### src/rtl/rggen_register_access_controller.sv
`default_nettype none
// ============================================================================
//  Module   : rggen_register_access_controller
//  Purpose  : Accepts one host request at a time and broadcasts it to the
//             register instances. It then collects the hit/ready response,
//             applying unmapped, write-data and timeout rules, and holds the
//             response until the host takes it.
//  Revision : 1.0 - initial release
// ============================================================================
module rggen_register_access_controller #(
   parameter int ADDRESS_WIDTH  = 8,
   parameter int BUS_WIDTH      = 32,
   parameter int REGISTERS      = 1,
   parameter int TIMEOUT_CYCLES = 16,
   parameter int ERROR_STATUS   = 0
)(
   input  logic                           i_clk,
   input  logic                           i_rst,
   input  logic                           i_req_valid,
   output logic                           o_req_ready,
   input  logic [ADDRESS_WIDTH-1:0]       i_req_address,
   input  logic                           i_req_write,
   input  logic [BUS_WIDTH-1:0]           i_req_data,
   input  logic [BUS_WIDTH-1:0]           i_req_strobe,
   output logic                           o_rsp_valid,
   input  logic                           i_rsp_ready,
   output logic [1:0]                     o_rsp_status,
   output logic [BUS_WIDTH-1:0]           o_rsp_data,
   output logic                           o_reg_valid,
   output logic                           o_reg_write,
   output logic [ADDRESS_WIDTH-1:0]       o_reg_address,
   output logic [BUS_WIDTH-1:0]           o_reg_write_data,
   output logic [BUS_WIDTH-1:0]           o_reg_strobe,
   input  logic [REGISTERS-1:0]           i_reg_active,
   input  logic [REGISTERS-1:0]           i_reg_ready,
   input  logic [2*REGISTERS-1:0]         i_reg_status,
   input  logic [BUS_WIDTH*REGISTERS-1:0] i_reg_read_data
);

   // Byte-lane address bits dropped so the broadcast address is bus-aligned.
   localparam int c_LSB = $clog2(BUS_WIDTH / 8);
   // With the timeout disabled the counter width is held at a minimum of 1 bit.
   localparam int c_CNT_W = (TIMEOUT_CYCLES > 0) ? $clog2(TIMEOUT_CYCLES + 1) : 1;
   localparam logic [ADDRESS_WIDTH-1:0] c_ADDR_MASK = {ADDRESS_WIDTH{1'b1}} << c_LSB;
   localparam logic [1:0] c_STATUS_OKAY     = 2'b00;
   localparam logic [1:0] c_STATUS_SLVERR   = 2'b10;
   localparam logic [1:0] c_UNMAPPED_STATUS = (ERROR_STATUS != 0) ? c_STATUS_SLVERR : c_STATUS_OKAY;

   typedef enum logic [1:0] {
      ST_IDLE    = 2'd0,
      ST_BUSY    = 2'd1,
      ST_RESPOND = 2'd2
   } state_t;

   state_t                   r_state;
   state_t                   w_state_next;
   logic                     r_reg_valid;
   logic                     r_reg_write;
   logic [ADDRESS_WIDTH-1:0] r_reg_address;
   logic [BUS_WIDTH-1:0]     r_reg_write_data;
   logic [BUS_WIDTH-1:0]     r_reg_strobe;
   logic [1:0]               r_rsp_status;
   logic [BUS_WIDTH-1:0]     r_rsp_data;

   logic                     w_accept;
   logic [REGISTERS-1:0]     w_hit;
   logic                     w_any_active;
   logic                     w_any_hit;
   logic                     w_timeout;
   logic                     w_done;
   logic [1:0]               w_hit_status;
   logic [BUS_WIDTH-1:0]     w_hit_data;
   logic [1:0]               w_done_status;
   logic [BUS_WIDTH-1:0]     w_done_data;

   assign w_accept     = i_req_valid && (r_state == ST_IDLE);
   assign w_hit        = i_reg_active & i_reg_ready;
   assign w_any_active = |i_reg_active;
   assign w_any_hit    = |w_hit;
   // Unmapped accesses finish at once; hits finish on ready; otherwise wait for the timeout.
   assign w_done       = (r_state == ST_BUSY) && (!w_any_active || w_any_hit || w_timeout);

   generate
      if (TIMEOUT_CYCLES > 0) begin : g_timeout
         logic [c_CNT_W-1:0] r_count;

         // Count BUSY cycles that end without completion; restart on every accept.
         always_ff @(posedge i_clk) begin
            if (i_rst) begin
               r_count <= '0;
            end else if (w_accept) begin
               r_count <= '0;
            end else if ((r_state == ST_BUSY) && !w_done) begin
               r_count <= r_count + c_CNT_W'(1);
            end
         end

         // The cycle in which the limit is reached is the last BUSY cycle.
         assign w_timeout = (r_count == c_CNT_W'(TIMEOUT_CYCLES - 1));
      end else begin : g_no_timeout
         assign w_timeout = 1'b0;
      end
   endgenerate

   // OR together the responses of every register that is both active and ready.
   always_comb begin
      w_hit_status = '0;
      w_hit_data   = '0;
      for (int k = 0; k < REGISTERS; k++) begin
         if (w_hit[k]) begin
            w_hit_status = w_hit_status | i_reg_status[2*k +: 2];
            w_hit_data   = w_hit_data | i_reg_read_data[BUS_WIDTH*k +: BUS_WIDTH];
         end
      end
   end

   // Choose the completion response; a ready takes precedence over the timeout.
   always_comb begin
      w_done_status = c_STATUS_OKAY;
      w_done_data   = '0;
      if (!w_any_active) begin
         w_done_status = c_UNMAPPED_STATUS;
      end else if (w_any_hit) begin
         w_done_status = w_hit_status;
         w_done_data   = r_reg_write ? '0 : w_hit_data;
      end else begin
         w_done_status = c_STATUS_SLVERR;
      end
   end

   // State register.
   always_ff @(posedge i_clk) begin
      if (i_rst) begin
         r_state <= ST_IDLE;
      end else begin
         r_state <= w_state_next;
      end
   end

   // Next-state logic: IDLE -> BUSY on accept, BUSY -> RESPOND on completion, RESPOND -> IDLE on handshake.
   always_comb begin
      w_state_next = r_state;
      case (r_state)
         ST_IDLE:    if (i_req_valid) w_state_next = ST_BUSY;
         ST_BUSY:    if (w_done)      w_state_next = ST_RESPOND;
         ST_RESPOND: if (i_rsp_ready) w_state_next = ST_IDLE;
         default:                     w_state_next = ST_IDLE;
      endcase
   end

   // Capture the request for broadcast and register the response; clear the response once it is taken.
   always_ff @(posedge i_clk) begin
      if (i_rst) begin
         r_reg_valid      <= 1'b0;
         r_reg_write      <= 1'b0;
         r_reg_address    <= '0;
         r_reg_write_data <= '0;
         r_reg_strobe     <= '0;
         r_rsp_status     <= '0;
         r_rsp_data       <= '0;
      end else begin
         if (w_accept) begin
            r_reg_valid      <= 1'b1;
            r_reg_write      <= i_req_write;
            r_reg_address    <= i_req_address & c_ADDR_MASK;
            r_reg_write_data <= i_req_data;
            r_reg_strobe     <= i_req_strobe;
         end else if (w_done) begin
            r_reg_valid      <= 1'b0;
         end
         if (w_done) begin
            r_rsp_status <= w_done_status;
            r_rsp_data   <= w_done_data;
         end else if ((r_state == ST_RESPOND) && i_rsp_ready) begin
            r_rsp_status <= '0;
            r_rsp_data   <= '0;
         end
      end
   end

   assign o_req_ready      = (r_state == ST_IDLE);
   assign o_rsp_valid      = (r_state == ST_RESPOND);
   assign o_rsp_status     = r_rsp_status;
   assign o_rsp_data       = r_rsp_data;
   assign o_reg_valid      = r_reg_valid;
   assign o_reg_write      = r_reg_write;
   assign o_reg_address    = r_reg_address;
   assign o_reg_write_data = r_reg_write_data;
   assign o_reg_strobe     = r_reg_strobe;

`ifndef SYNTHESIS
   // Flag more than one register completing in the same BUSY cycle; the OR result is still used.
   always_ff @(posedge i_clk) begin
      if (!i_rst && (r_state == ST_BUSY)) begin
         assert ($onehot0(w_hit))
         else $error("more than one register active and ready in the same cycle");
      end
   end
`endif

endmodule
`default_nettype wire

### config.mk
export PLATFORM = sky130hd
export DESIGN_NAME = rggen_register_access_controller
export DESIGN_NICKNAME = d
export VERILOG_FILES = /design/src/rtl/rggen_register_access_controller.sv
export SDC_FILE = /design/constraint.sdc
export NUM_CORES = 1
export LEC_CHECK = 0
export CAP_MARGIN = 10
export CORE_MARGIN = 2
export CORE_UTILIZATION = 41
export DETAILED_ROUTE_END_ITERATION = 16
export PLACE_DENSITY_LB_ADDON = 0.25
export SLEW_MARGIN = 20
export SYNTH_ARGS = -nofsm -noshare
export SYNTH_HDL_FRONTEND = slang
export SYNTH_SLANG_ARGS = --single-unit
### constraint.sdc
create_clock -name i_clk -period 3.6 [get_ports i_clk]
set_input_delay 0.36 -clock i_clk [delete_from_list [all_inputs] [get_ports i_clk]]
set_output_delay 0.36 -clock i_clk [all_outputs]
set_load 0.1 [all_outputs]
==> results.cfg, run 1 <==
[grt]
grt_pass1_vias = 3714
grt_start_max_net_pins = 79
antenna_found_initial = 0
grt_pass1_wl_um = 17630
gr-total-overflow = 0
grtUsageTotal = 0.2191

[drt]
drt_iter0_drc = 117
wl_met1_um = 4412
vias = 3852
wirelength_um = 11460
routed.top_layer = met4
dr_wl_met2_um = 5808
drc_errors = 0
first_pass_iters = 4
viasPerCell = 4.870
wire_per_inst_um = 14.49
wl_met3_um = 1005
ant_nets = 0

[floorplanning]
die_h_um = 101.6
die-area_sq_um = 10310
initial_core_util = 0.4223
coreArea_sq_um = 9240
rows = 35
io_pins = 223
die_x_um = 101.6

[layout]
antennaDiodeCount = 0
layout_common_cells = clkdlybuf4s50_1, nand2_1, dfxtp_1
final_common_cell = clkdlybuf4s50_1
area_growth_pct = 71.50
nets = 765
drive_gt1_frac = 0.06042
final_core_util = 0.7243
nFillCells = 683

[hold_path]
min_path_type = primary input to register
hp-start = i_rst

[yosys]
syn-cell-area_sq_um = 3902
ys_ff_latch = 113
synthFlopType = dfxtp_1
synth.largest_area_cell = dfxtp_1
yosysWarnings = 0
synth_cell_type_count = 33
async_reset_ff_frac = 0
yosysTopAreaCellShare = 0.5797
seq_area_frac_synth = 0.5797
avgSynthCellArea_sq_um = 8.849
ys_top_cells_by_area = dfxtp_1, nand2_1, a21oi_1
synth_edf_count = 0
syn_inst = 441

[power_and_ir_drop]
power_density_nw_per_um2 = 560.1
ir_worst_vdd_v = 0.0003184
p_leak_nw = 2.515
p_total_mw = 3.749

[cts]
numCtsBuffers = 17
clk_latency_ps = 500
cts_resized = 0
post-cts-setup-buffers = 0
cts_root_buf = clkbuf_8
cts.clk_slew.worst_paths_ps = 60
cts_htree_levels = 4
hold_buffers = 0
cts_sinks = 113
cts_tree = built
ctsLongestPathBuffers = 2

[sta]
fin_skew_ps = 14.25
timing.final.crit_period_ps = 2690
tightest_slew_ps = 1019
tns_ps = 0
max_freq_mhz = 371.7
timing.hold.ws_ps = 273.4
setup-violations-final = 0
hold_viol_final = 0
slew_violations = 0
rsz0062_at_grt = false
finalCritPeriodShare = 0.7472
slew_headroom = 0.3184

[setup_path]
worst-path-max-fanout = 8
max_stage_delay_ps = 1170
required_ps = 3240
critPathArrivalTime_ps = 2330
critPathKind = register to output port
crit_path_top_delay_cell = clkdlybuf4s50_1
startpoint = r_state[1]$_SDFFE_PP0P_
crit_path_start_kind = register
crit_family = buffers and inverters
worstPathCellList = nor2b_1 > clkdlybuf4s50_1
r2r-start = g_timeout.r_count[0]$_SDFFE_PP0P_
path_buf_inv = 1
end_kind = output port

[status]
status = completed

[place]
place_hpwl_um = 8131
port_buffers = 218
routabilityCongestion = 0.7680

[flow_run]
drv_cap = 0
[state kept, by name, indices dropped and copies added (netlist names)]
name and count:
o_rsp_status 2, g_timeout.r_count 5, o_reg_valid 1, o_reg_address 6, r_state 2, o_reg_strobe 32, o_reg_write_data 32, o_rsp_data 32
o_reg_write 1
[cells in the mapped netlist, types with 4 or more instances]
cell        n
a22o_1     32
nand2_1   143
inv_1       4
o21ai_0     4
buf_4       5
a21oi_1    79
dfxtp_1   113
clkbuf_1   26
nor2_1      4
[worst paths after layout]
kind,depth (start not counted),endpoint,slack [ps]
setup / recovery,2,o_rsp_valid,910
hold / removal,3,o_rsp_data[29]$_SDFFE_PP0P_,270
setup reg to reg,7,o_rsp_data[20]$_SDFFE_PP0P_,1340
hold reg to reg,2,o_reg_write_data[5]$_SDFFE_PP0P_,450
[cell type report]
class / count / area, sq um / share of cell area
clock inverter: 11 / 116.4 / 0.01739
sequential: 113 / 2262 / 0.3380
timing repair buffer: 224 / 2222 / 0.3320
tap: 129 / 161.4 / 0.02412
inverter: 4 / 15.01 / 0.002243
clock buffer: 20 / 425.4 / 0.06356
multi-input combinational: 290 / 1490 / 0.2227
[worst register-to-register path, delay by kind of cell, from the launching register on]
kind / cells / cell delay (ps)
compound gates: 2 / 470
fa+ha+maj: 2 / 410
buf+inv: 1 / 360
flops: 1 / 320
simple gates: 2 / 640
[cells by family after synthesis]
group / after synthesis / synth area share
compound gates: 122 / 0.1946
fa+ha+maj: 2 / 0.006411
buf+inv: 39 / 0.04488
flops: 113 / 0.5797
other cells: 1 / 0.0009609
simple gates: 164 / 0.1735
[metal layers]
| metal | up-vias | GRT usage |
|---|---|---|
| met5 | - | 0 |
| met4 | 0 | 0.09356 |
| met3 | 21 | 0.08351 |
| met2 | 161 | 0.3831 |
| met1 | 1770 | 0.2356 |
| li1 | 1900 | - |
[report_power, final]
group	internal, mW	switching, mW
Combinational	0.254	0.624
Clock	0.972	0.550
Sequential	1.32	0.0336
Total	2.54	1.21
[through the flow]
stage | cell area (sq um) | instances | setup WS (ps)
floorplan | 3906 | 442 | 1378
global placement | 6151 | 760 | 1312
detailed placement | 6151 | 760 | 1290
CTS | 6693 | 791 | 875.4
global route | 6693 | 791 | 806.9
finish | 6693 | 791 | 910.0
Note: power is estimated with default switching activity, not from simulation.
==> inputs of run 2 (changes only) <==
--- a/config.mk
+++ b/config.mk
@@ -7,7 +7,7 @@
 export LEC_CHECK = 0
 export CAP_MARGIN = 10
 export CORE_MARGIN = 2
-export CORE_UTILIZATION = 41
+export CORE_UTILIZATION = 38
 export DETAILED_ROUTE_END_ITERATION = 16
 export PLACE_DENSITY_LB_ADDON = 0.25
 export SLEW_MARGIN = 20
==> constraint.sdc (replaced) <==
create_clock -name i_clk -period 2.8 [get_ports i_clk]
set_input_delay 0.28 -clock i_clk [delete_from_list [all_inputs] [get_ports i_clk]]
set_output_delay 0.28 -clock i_clk [all_outputs]
set_load 0.1 [all_outputs]
==> results.cfg, run 2 (synthesis gave the netlist of run 1 again) <==
[grt]
antenna_found_initial = 0
gr-total-overflow = 0
grt_pass1_wl_um = 19070
grtUsageTotal = 0.2158
grt_start_max_net_pins = 47
grt_pass1_vias = 3994

[setup_path]
critPathArrivalTime_ps = 2690
required_ps = 3240
crit_path_start_kind = register
worst-path-max-fanout = 33
critPathKind = register to register
end_kind = register

[drt]
drc_errors = 0
wire_per_inst_um = 15.02
vias = 3925
viasPerCell = 4.919
ant_nets = 0
wirelength_um = 11980
first_pass_iters = 4
drt_iter0_drc = 149

[cts]
clk_latency_ps = 500
numCtsBuffers = 17
ctsLongestPathBuffers = 2
cts_sinks = 113
hold_buffers = 0
cts_tree = built
post-cts-setup-buffers = 0
cts_root_buf = clkbuf_8
cts_resized = 0
cts_htree_levels = 4
cts.clk_slew.worst_paths_ps = 60

[power_and_ir_drop]
p_leak_nw = 2.764
power.share.clock = 0.443
power_density_nw_per_um2 = 782.6
sw_frac_of_total = 0.3065
p_comb_frac = 0.217
ir_worst_vdd_v = 0.0004183
p_int_mw = 3.549
sequentialPowerShare = 0.340
power_switching_mw = 1.568

[floorplanning]
initial_core_util = 0.3956
io_pins = 223
rows = 36
die-area_sq_um = 11100
coreArea_sq_um = 9864
die_x_um = 105.3
die_h_um = 105.3

[sta]
tns_ps = 0
slew_violations = 0
tightest_slew_ps = 657.8
max_freq_mhz = 444.8
finalCritPeriodShare = 0.8030
finalWorstSetupSlack_ps = 551.7
hold_viol_final = 0
timing.final.crit_period_ps = 2248
rsz0062_at_grt = false
slew_headroom = 0.5615
fin_skew_ps = 6.236
setup-violations-final = 0

[place]
port_buffers = 218
routabilityCongestion = 0.7428
place_hpwl_um = 8513
pre_cts_ws_ps = 573.6

[layout]
final_common_cell = nand2_1
layout_common_cells = nand2_1, buf_4, dfxtp_1
drive_gt1_frac = 0.2256
antennaDiodeCount = 0
nFillCells = 810
nets = 767
area_growth_pct = 67.55

[status]
status = completed

[flow_run]
drv_cap = 0

[hold_path]
min_path_type = primary input to register
[run 2: cell types whose count changed in the layout (fill, tap and decap cells not counted), moves of 3 or more]
cell,before,now
buf_4,6,115
bufinv_16,2,5
clkinv_2,5,2
clkdlybuf4s50_1,217,109
[run 2: worst paths after layout]
path	from	endpoint	slack (ps)	cells after the start
worst max-delay path	g_timeout.r_count[0]$_SDFFE_PP0P_	o_rsp_data[27]$_SDFFE_PP0P_	550	7
worst min-delay path	i_rst	r_state[1]$_SDFFE_PP0P_	200	2
worst max register to register	g_timeout.r_count[0]$_SDFFE_PP0P_	o_rsp_data[27]$_SDFFE_PP0P_	550	7
worst min register to register	o_reg_write_data[11]$_SDFFE_PP0P_	o_reg_write_data[11]$_SDFFE_PP0P_	450	2
[run 2: layout make-up]
| class | count | area [sq um] | share of cell area |
|---|---|---|---|
| well taps | 133 | 166.4 | 0.02545 |
| repair buffers | 226 | 1979 | 0.3027 |
| flip-flops and latches | 113 | 2262 | 0.3460 |
| multi-input cells | 290 | 1490 | 0.2279 |
| clock inverters | 10 | 182.7 | 0.02794 |
| inverters | 4 | 15.01 | 0.002296 |
| clock buffers | 22 | 442.9 | 0.06774 |
[run 2: power by group through the flow]
stage | logic, mW | clock network, mW | registers [mW]
detailed placement | 1.12 | 0 | 1.77
floorplan | 0.217 | 0 | 2.32
global placement | 1.10 | 0 | 1.77
CTS | 1.12 | 2.31 | 1.74
global route | 1.16 | 2.40 | 1.75
finish | 1.11 | 2.27 | 1.74
[run 2: routing by layer]
layer | routed length, um | track usage
met3 | 1205 | 0.09833
met2 | 5765 | 0.3664
met5 | 0 | 0
met1 | 4788 | 0.2312
met4 | 225 | 0.09048
[run 2: per-stage QoR]
| step | hold WS, ps | area [sq um] | instances | util | power (mW) |
|---|---|---|---|---|---|
| after CTS | 188.8 | 6539 | 798 | 0.6629 | 5.165 |
| after floorplan | 405.5 | 3906 | 442 | - | 2.541 |
| after detailed placement | 446.8 | 5913 | 766 | 0.5994 | 2.885 |
| after global routing | 205.9 | 6539 | 798 | 0.6629 | 5.306 |
| final | 203.3 | 6539 | 798 | 0.6629 | 5.118 |
| after global placement | 443.3 | 5913 | 766 | 0.5994 | 2.869 |
[run 2: worst max-delay path: stages (launching register included)]
cell and delay (ps):
dfxtp_1 330, ha_1 220, and3_1 180, ha_1 190, or3b_4 450, a211oi_4 240
buf_4 360, a22o_1 210
==> inputs of run 3 (changes only) <==
==> constraint.sdc (replaced) <==
create_clock -name i_clk -period 2.1 [get_ports i_clk]
set_input_delay 0.21 -clock i_clk [delete_from_list [all_inputs] [get_ports i_clk]]
set_output_delay 0.21 -clock i_clk [all_outputs]
set_load 0.1 [all_outputs]
==> results.cfg, run 3 (synthesis gave the netlist of run 1 again) <==
[status]
status = complete, but fails checks
violations = negative setup slack

[drt]
drc_errors = 0
viasPerCell = 4.946
wire_per_inst_um = 15.50
first_pass_iters = 4
drt_iter0_drc = 196
ant_nets = 0
vias = 3972
wirelength_um = 12440

[floorplanning]
coreArea_sq_um = 9864
initial_core_util = 0.3956
io_pins = 223
die_x_um = 105.3
die_h_um = 105.3
rows = 36
die-area_sq_um = 11100

[setup_path]
end_kind = register
regToRegSetupSlack_ps = -20
critPathKind = register to register
crit_path_start_kind = register
required_ps = 2540
worst-path-max-fanout = 8
critPathArrivalTime_ps = 2560

[sta]
tns_ps = -23.98
timing.final.crit_period_ps = 2120
fin_skew_ps = 10.96
slew_violations = 0
max_freq_mhz = 471.6
setup-violations-final = 2
hold_viol_final = 0
rsz0062_at_grt = true
finalWorstSetupSlack_ps = -20.31
finalCritPeriodShare = 1.010

[power_and_ir_drop]
power_density_nw_per_um2 = 982.9
p_leak_nw = 2.822
ir_worst_vdd_v = 0.0005214

[place]
dp.cells = 769
port_buffers = 218
place_hpwl_um = 8307
routabilityCongestion = 0.8210
pre_cts_ws_ps = 12.91
place_area_sq_um = 5951

[grt]
antenna_found_initial = 0
grtUsageTotal = 0.2116
grt_pass1_wl_um = 18520
grt_pass1_vias = 3780
gr-total-overflow = 0
grt_start_max_net_pins = 53

[cts]
cts_htree_levels = 4
cts_tree = built
cts.clk_slew.worst_paths_ps = 50
cts_sinks = 113
hold_buffers = 0
numCtsBuffers = 17
clk_latency_ps = 510
ctsLongestPathBuffers = 2
cts_root_buf = clkbuf_8

[layout]
final_common_cell = nand2_1
layout_common_cells = nand2_1, buf_4, dfxtp_1
nets = 776
antennaDiodeCount = 0
drive_gt1_frac = 0.2463
design_area_sq_um = 6660
final_cells = 803
area_growth_pct = 70.66
final_core_util = 0.6752

[hold_path]
min_path_type = primary input to register

[flow_run]
drv_cap = 0
==> run 3: changes by cell type in the layout (fill, tap and decap cells not counted), moves of 2 or more <==
cell / before / now
clkbuf_1: 4 / 0
bufinv_16: 5 / 2
clkbuf_16: 16 / 19
clkbuf_8: 2 / 5
clkinv_2: 2 / 5
clkinvlp_4: 3 / 0
buf_4: 115 / 117
dfxtp_1: 113 / 111
dfxtp_2: 0 / 2
ha_1: 2 / 0
ha_4: 0 / 2
==> run 3: routing by layer <==
metal,vias up,track usage,share of wire
li1,1929,-,-
met1,1820,0.2347,0.37
met2,207,0.3479,0.50
met3,16,0.09957,0.11
met4,0,0.08762,0.017
met5,-,0,0
==> run 3: path summary, 6_finish.rpt <==
check / from / end / depth (start not counted)
hold / removal: i_rst / r_state[1]$_SDFFE_PP0P_ / 2
setup / recovery: g_timeout.r_count[0]$_SDFFE_PP0P_ / o_rsp_data[4]$_SDFFE_PP0P_ / 8
setup reg to reg: g_timeout.r_count[0]$_SDFFE_PP0P_ / o_rsp_data[4]$_SDFFE_PP0P_ / 8
hold reg to reg: o_reg_write_data[5]$_SDFFE_PP0P_ / o_reg_write_data[5]$_SDFFE_PP0P_ / 2
==> run 3: stage by stage <==
step,hold WS (ps),power [mW]
global route,30.25,6.778
global placement,442.2,3.832
detailed placement,446.6,3.851
floorplan,335.5,3.388
finish,15.49,6.546
CTS,0.08260,6.574
==> run 3: where the power goes <==
group	internal, mW	total [mW]	switching, mW	leakage [nW]
clock network	1.77	2.69	0.921	0.281
registers	2.26	2.32	0.0629	0.924
logic	0.448	1.53	1.09	1.62
total	4.48	6.55	2.07	2.82
==> run 3: critical path, stage by stage (launching register included) <==
cell	delay (ps)
dfxtp_2	350
ha_4	170
and3_4	180
ha_4	150
or3b_4	430
a211oi_4	250
buf_6	190
clkbuf_16	170
a22o_1	150
==> run 3: layout make-up <==
cell class / count / area (sq um)
fill: 793 / 3204
clock inverter: 7 / 85.08
inverter: 4 / 15.01
tap: 133 / 166.4
multi-input combinational: 291 / 1531
sequential: 113 / 2265
clock buffer: 21 / 469.2
timing repair buffer: 234 / 2128
==> run 3: what timing repair did <==
| action | in CTS | in global routing |
|---|---|---|
| endpoints found under the hold margin | 0 | 0 |
| pin swaps | 1 | 3 |
| cloned | 1 | 4 |
| endpoints found under the setup margin | 10 | 34 |
| gates resized for setup | 2 | 7 |
| setup buffers | 1 | 0 |
